File: config.mk
export PLATFORM = sky130hd
export DESIGN_NAME = interrupt_conditioner
export DESIGN_NICKNAME = d
export VERILOG_FILES = /design/src/rtl/interrupt_conditioner.sv
export SDC_FILE = /design/constraint.sdc
export NUM_CORES = 1
export LEC_CHECK = 0
export BUFFER_PORTS_ARGS = -buffer_cell sky130_fd_sc_hd__buf_4
export CAP_MARGIN = 40
export CORE_MARGIN = 10
export CORE_UTILIZATION = 40
export CTS_CLUSTER_SIZE = 24
export DETAILED_ROUTE_END_ITERATION = 6
export PLACE_DENSITY_LB_ADDON = 0.15
export SLEW_MARGIN = 15
export SYNTH_ARGS = -nofsm -noshare
export SYNTH_HDL_FRONTEND = slang
export SYNTH_SLANG_ARGS = --single-unit
File: constraint.sdc
create_clock -name clk -period 2.1 [get_ports clk]
set_clock_uncertainty 0.05 [all_clocks]
set_input_delay 0.315 -clock clk [delete_from_list [all_inputs] [get_ports clk]]
set_output_delay 0.315 -clock clk [all_outputs]
set_load 0.1 [all_outputs]
File: src/rtl/interrupt_conditioner.sv
// Turns raw police/pedestrian buttons into synchronized, debounced one-cycle interrupts.
// Pedestrian requests stay latched and are reissued until the controller reports them served.
module interrupt_conditioner #(
    parameter int DEBOUNCE_CYCLES = 4,
    parameter int REISSUE_GAP     = 8
) (
    input  logic       clk,
    input  logic       rst,
    input  logic [1:0] police_btn,
    input  logic [1:0] ped_btn,
    input  logic [1:0] ped_served,
    output logic       first_police_interrupt,
    output logic       second_police_interrupt,
    output logic       first_pedestrian_interrupt,
    output logic       second_pedestrian_interrupt,
    output logic [1:0] ped_pending
);
    localparam logic [7:0] DEB_LAST = 8'(DEBOUNCE_CYCLES - 1);
    // WAIT hands over one cycle early so that the ISSUE cycle completes the gap
    localparam logic [7:0] GAP_LAST = 8'(REISSUE_GAP - 2);

    typedef enum logic [1:0] {
        S_IDLE  = 2'd0,
        S_ISSUE = 2'd1,
        S_WAIT  = 2'd2
    } state_t;

    logic [3:0] w_raw;
    logic [3:0] r_sync1;
    logic [3:0] r_sync2;
    logic [3:0] r_stable;
    logic [3:0] r_stable_d;
    logic [7:0] r_deb_cnt [4];
    logic [3:0] w_press;
    logic       w_police_any;
    logic [1:0] r_police;
    logic [1:0] w_ped_int;
    logic [1:0] w_pend;

    // channels 0/1 are police, 2/3 are pedestrian
    assign w_raw = {ped_btn, police_btn};

    always_ff @(posedge clk or posedge rst) begin
        if (rst) begin
            r_sync1 <= 4'b0000;
            r_sync2 <= 4'b0000;
        end else begin
            r_sync1 <= w_raw;
            r_sync2 <= r_sync1;
        end
    end

    always_ff @(posedge clk or posedge rst) begin
        if (rst) begin
            r_stable   <= 4'b0000;
            r_stable_d <= 4'b0000;
            for (int i = 0; i < 4; i++) begin
                r_deb_cnt[i] <= 8'd0;
            end
        end else begin
            r_stable_d <= r_stable;
            for (int i = 0; i < 4; i++) begin
                if (r_sync2[i] != r_stable[i]) begin
                    if (r_deb_cnt[i] == DEB_LAST) begin
                        r_stable[i]  <= ~r_stable[i];
                        r_deb_cnt[i] <= 8'd0;
                    end else begin
                        r_deb_cnt[i] <= r_deb_cnt[i] + 8'd1;
                    end
                end else begin
                    r_deb_cnt[i] <= 8'd0;
                end
            end
        end
    end

    // A press is a rise of the stable level; it is high for the cycle after the toggle
    assign w_press      = r_stable & ~r_stable_d;
    assign w_police_any = w_press[0] | w_press[1];

    always_ff @(posedge clk or posedge rst) begin
        if (rst) begin
            r_police <= 2'b00;
        end else begin
            r_police <= w_press[1:0];
        end
    end

    for (genvar g = 0; g < 2; g++) begin : g_ped
        state_t     r_state;
        state_t     w_state_next;
        logic [7:0] r_gap;
        logic [7:0] w_gap_next;
        logic       w_pulse_next;
        logic       w_pend_next;
        logic       r_pulse;
        logic       r_pend;

        always_ff @(posedge clk or posedge rst) begin
            if (rst) begin
                r_state <= S_IDLE;
                r_gap   <= 8'd0;
            end else begin
                r_state <= w_state_next;
                r_gap   <= w_gap_next;
            end
        end

        always_comb begin
            w_state_next = r_state;
            w_gap_next   = r_gap;
            case (r_state)
                S_IDLE: begin
                    if (w_press[2 + g]) begin
                        w_state_next = S_ISSUE;
                        w_gap_next   = 8'd0;
                    end else begin
                        w_state_next = S_IDLE;
                    end
                end
                S_ISSUE: begin
                    if (ped_served[g]) begin
                        w_state_next = S_IDLE;
                    end else if (w_police_any) begin
                        // police pulses in the next cycle; hold so the outputs never coincide
                        w_state_next = S_ISSUE;
                    end else begin
                        w_state_next = S_WAIT;
                        w_gap_next   = 8'd0;
                    end
                end
                S_WAIT: begin
                    if (ped_served[g]) begin
                        w_state_next = S_IDLE;
                    end else if (r_gap == GAP_LAST) begin
                        w_state_next = S_ISSUE;
                    end else begin
                        w_gap_next = r_gap + 8'd1;
                    end
                end
                default: begin
                    w_state_next = S_IDLE;
                    w_gap_next   = 8'd0;
                end
            endcase
        end

        always_comb begin
            w_pulse_next = 1'b0;
            if ((r_state == S_ISSUE) && !ped_served[g] && !w_police_any) begin
                w_pulse_next = 1'b1;
            end else begin
                w_pulse_next = 1'b0;
            end
            w_pend_next = (w_state_next != S_IDLE);
        end

        always_ff @(posedge clk or posedge rst) begin
            if (rst) begin
                r_pulse <= 1'b0;
                r_pend  <= 1'b0;
            end else begin
                r_pulse <= w_pulse_next;
                r_pend  <= w_pend_next;
            end
        end

        assign w_ped_int[g] = r_pulse;
        assign w_pend[g]    = r_pend;
    end

    assign first_police_interrupt      = r_police[0];
    assign second_police_interrupt     = r_police[1];
    assign first_pedestrian_interrupt  = w_ped_int[0];
    assign second_pedestrian_interrupt = w_ped_int[1];
    assign ped_pending                 = w_pend;

endmodule

==> run_results.csv <==
group,metric,value,unit
yosys,syn_nets,311,
run,cap_violations,0,
sta,min_period,1.99,ns
routing,first_pass_iters,4,
finish,final_core_util,0.485,
finish,finalInstanceArea,3790,um^2
yosys,synth_cell_types,38,
sta,setup_tns,0,ns
status,status,"completed",
routing,via_count,2165,
clock_tree,clockBufferDepth,2,
floorplanning,die_w,110,um
finish,drive_gt1_frac,0.157,
yosys,ys_seq_area_frac,0.568,
floorplanning,die_area,12200,um^2
global_route,grt_pass1_wl,9760,um
yosys,syn_avg_cell_area,11.0,um^2
power_and_ir_drop,p_leak,1.75,nW
sta,rsz0062_at_grt,"no",
worst_setup_path,crit_arrival,2.17,ns
sta,finalSetupViolations,0,
routing,postRouteAntennaNets,0,
clock_tree,numCtsBuffers,9,
clock_tree,htree_levels,3,
finish,layout.nets,335,
yosys,synth_most_common_cell,"dfrtp_1",
sta,fmax,503,MHz
routing,drc,0,
yosys,yosysTopAreaCell,"dfrtp_1",
floorplanning,coreArea,7810,um^2
clock_tree,cts.root.buffer_cell,"clkbuf_8",
sta,maxSlewHeadroom,0.647,
worst_hold_path,hold_path.class,"primary input to async pin",
clock_tree,cts_tree,"built",
worst_setup_path,r2r_cells,4,
routing,vias_per_cell,5.08,
global_route,antenna_found_initial,0,
worst_setup_path,r2r_end,"r_stable[2]",
placed_design,place.gp.congestion,0.814,
global_route,grt-ovfl-total,0,
floorplanning,pin_count,14,
floorplanning,start_util,0.417,
yosys,yosys_warnings,0,
yosys,syn-cell-area,3260,um^2
worst_setup_path,end_kind,"flip-flop",
yosys,synth_edf_count,0,
routing,wire_per_inst,13.1,um
global_route,track_usage,0.102,
yosys,synth.area.top_cells,"dfrtp_1 57%, xor2_1 6.4%, nand3_1 4.0%",
yosys,synth_cells,295,
worst_setup_path,crit_path_start_kind,"flip-flop",
placed_design,place_area,3490,um^2
worst_setup_path,criticalPathCategory,"flip-flop to flip-flop",
sta,layout_worst_path_cycle_share,0.948,
clock_tree,cts_sinks,74,
yosys,synth_flop_cell,"dfrtp_1",
routing,finalWirelength,5580,um
routing,drt-initial-drc-count,65,
finish,diodes,0,
clock_tree,clk_latency,0.35,ns
floorplanning,die_height,110,um
sta,hold_viol,0,
worst_setup_path,r2r_slack,0.11,ns
sta,maxSlewViolCount,0,
yosys,async_reset_ff_frac,1.00,
yosys,synthTopCellsByCount,"74 x dfrtp_1, 31 x nor2_1, 26 x nand3_1, 24 x xor2_1, 21 x nand2_1",
worst_setup_path,crit_required,2.28,ns
floorplanning,rows,32,
global_route,grt_max_degree,75,
global_route,grt_pass1_vias,2082,
placed_design,dpl.hpwl,3720,um
power_and_ir_drop,powerDensity,1180,nW/um^2
sta,max_slew.worst_pin.slew,0.528,ns
yosys,ys_ff_latch,74,
placed_design,placement.io_buffers,13,
clock_tree,clkTransAtPathRegs,0.08,ns
finish,syn_to_final_growth,16.2,%
worst_setup_path,r2r_start,"r_deb_cnt[8]",
yosys,synth_top_area_frac,0.568,
power_and_ir_drop,vdd_drop_max,0.000434,V
worst_setup_path,critPathMaxFanout,5,
-- layer usage --
metal	part of all wire	up-vias	global-route usage	routed length, um
li1	-	1087	-	-
met1	0.51	1039	0.134	2850
met2	0.43	29	0.144	2400
met3	0.035	10	0.0273	195
met4	0.025	0	0.0661	138
met5	0	-	0	0
-- cell families after synthesis --
| group | Yosys count | synth area share |
|---|---|---|
| xor gates and xnor gates | 28 | 0.0752 |
| and+or+nand+nor | 129 | 0.210 |
| buffers and inverters | 7 | 0.0104 |
| AOI/OAI and AO/OA | 43 | 0.0837 |
| adders and majority gates | 8 | 0.0307 |
| muxes | 6 | 0.0215 |
| DFF | 74 | 0.568 |
-- layout make-up --
type,instances,area [um^2]
flip-flops and latches,74,1850
well taps,102,128
fillers,738,4020
repair buffers,15,128
clock inverters,5,100
inverters,5,22.5
clock buffers,11,151
multi-input cells,214,1410
-- layout by cell type (no fill, tap or decap), types with 5 or more instances in the layout --
cell and n:
o21a_1 6, a31oi_1 8, xor2_1 24, a21oi_1 14, o21ai_0 5, nor3b_1 5
clkbuf_8 11, nor2b_1 6, nand2_1 20, dfrtp_1 74, ha_1 7, nor2_1 31
buf_4 13, nand3_1 26, nand2b_1 5, and3_1 15
-- report_power, final --
| part | total, mW | leakage [nW] | switching [mW] | internal, mW |
|---|---|---|---|---|
| combinational | 1.22 | 0.639 | 0.812 | 0.410 |
| clock | 1.36 | 0.129 | 0.507 | 0.850 |
| sequential | 1.90 | 0.982 | 0.219 | 1.68 |
-- flip-flops by register name (all words and copies together) (netlist names) --
register                     count
r_deb_cnt                       32
g_ped.r_gap                     16
g_ped.r_state                    4
r_stable                         4
r_stable_d                       4
r_sync1                          4
r_sync2                          4
g_ped.r_pend                     2
r_police                         2
first_pedestrian_interrupt       1
second_pedestrian_interrupt      1
-- stage by stage --
step | setup slack, ns | hold WS [ns] | instances | total power, mW
global placement | 0.115 | 0.282 | 409 | 3.14
finish | 0.110 | 0.0103 | 426 | 4.48
global route | 0.00815 | 0.00445 | 426 | 4.78
floorplan | 0.180 | 0.281 | 295 | 2.85
CTS | 0.0548 | 0.000403 | 425 | 4.53
detailed placement | 0.0830 | 0.286 | 409 | 3.15
-- worst max-delay path by stage --
stage / startpoint / end / slack, ns / depth (start not counted)
5_1_grt: g_ped[0].r_gap[0] / g_ped[0].r_gap[1] / 0.008 / 6
6_report: r_deb_cnt[8] / r_stable[2] / 0.11 / 4
3_3_place_gp: g_ped[0].r_gap[0] / g_ped[0].r_gap[6] / 0.11 / 6
4_1_cts: g_ped[0].r_gap[0] / g_ped[0].r_gap[6] / 0.05 / 6
3_5_place_dp: g_ped[0].r_gap[0] / g_ped[0].r_gap[6] / 0.08 / 6
2_1_floorplan: r_deb_cnt[8] / r_stable[2] / 0.18 / 4
-- critical path, cell delays in order, from the launching register on --
cell and delay, ns:
dfrtp_1 0.40, ha_2 0.23, or4b_1 0.43, or4_4 0.45, mux2_4 0.31
-- what timing repair did --
action | in CTS | in global routing
gates resized for setup | 0 | 6
hold endpoints to repair | 0 | 1
buffers inserted | 0 | 0
endpoints found under the setup margin | 0 | 21
hold buffers | 0 | 1
(Power assumes the default switching activity.)
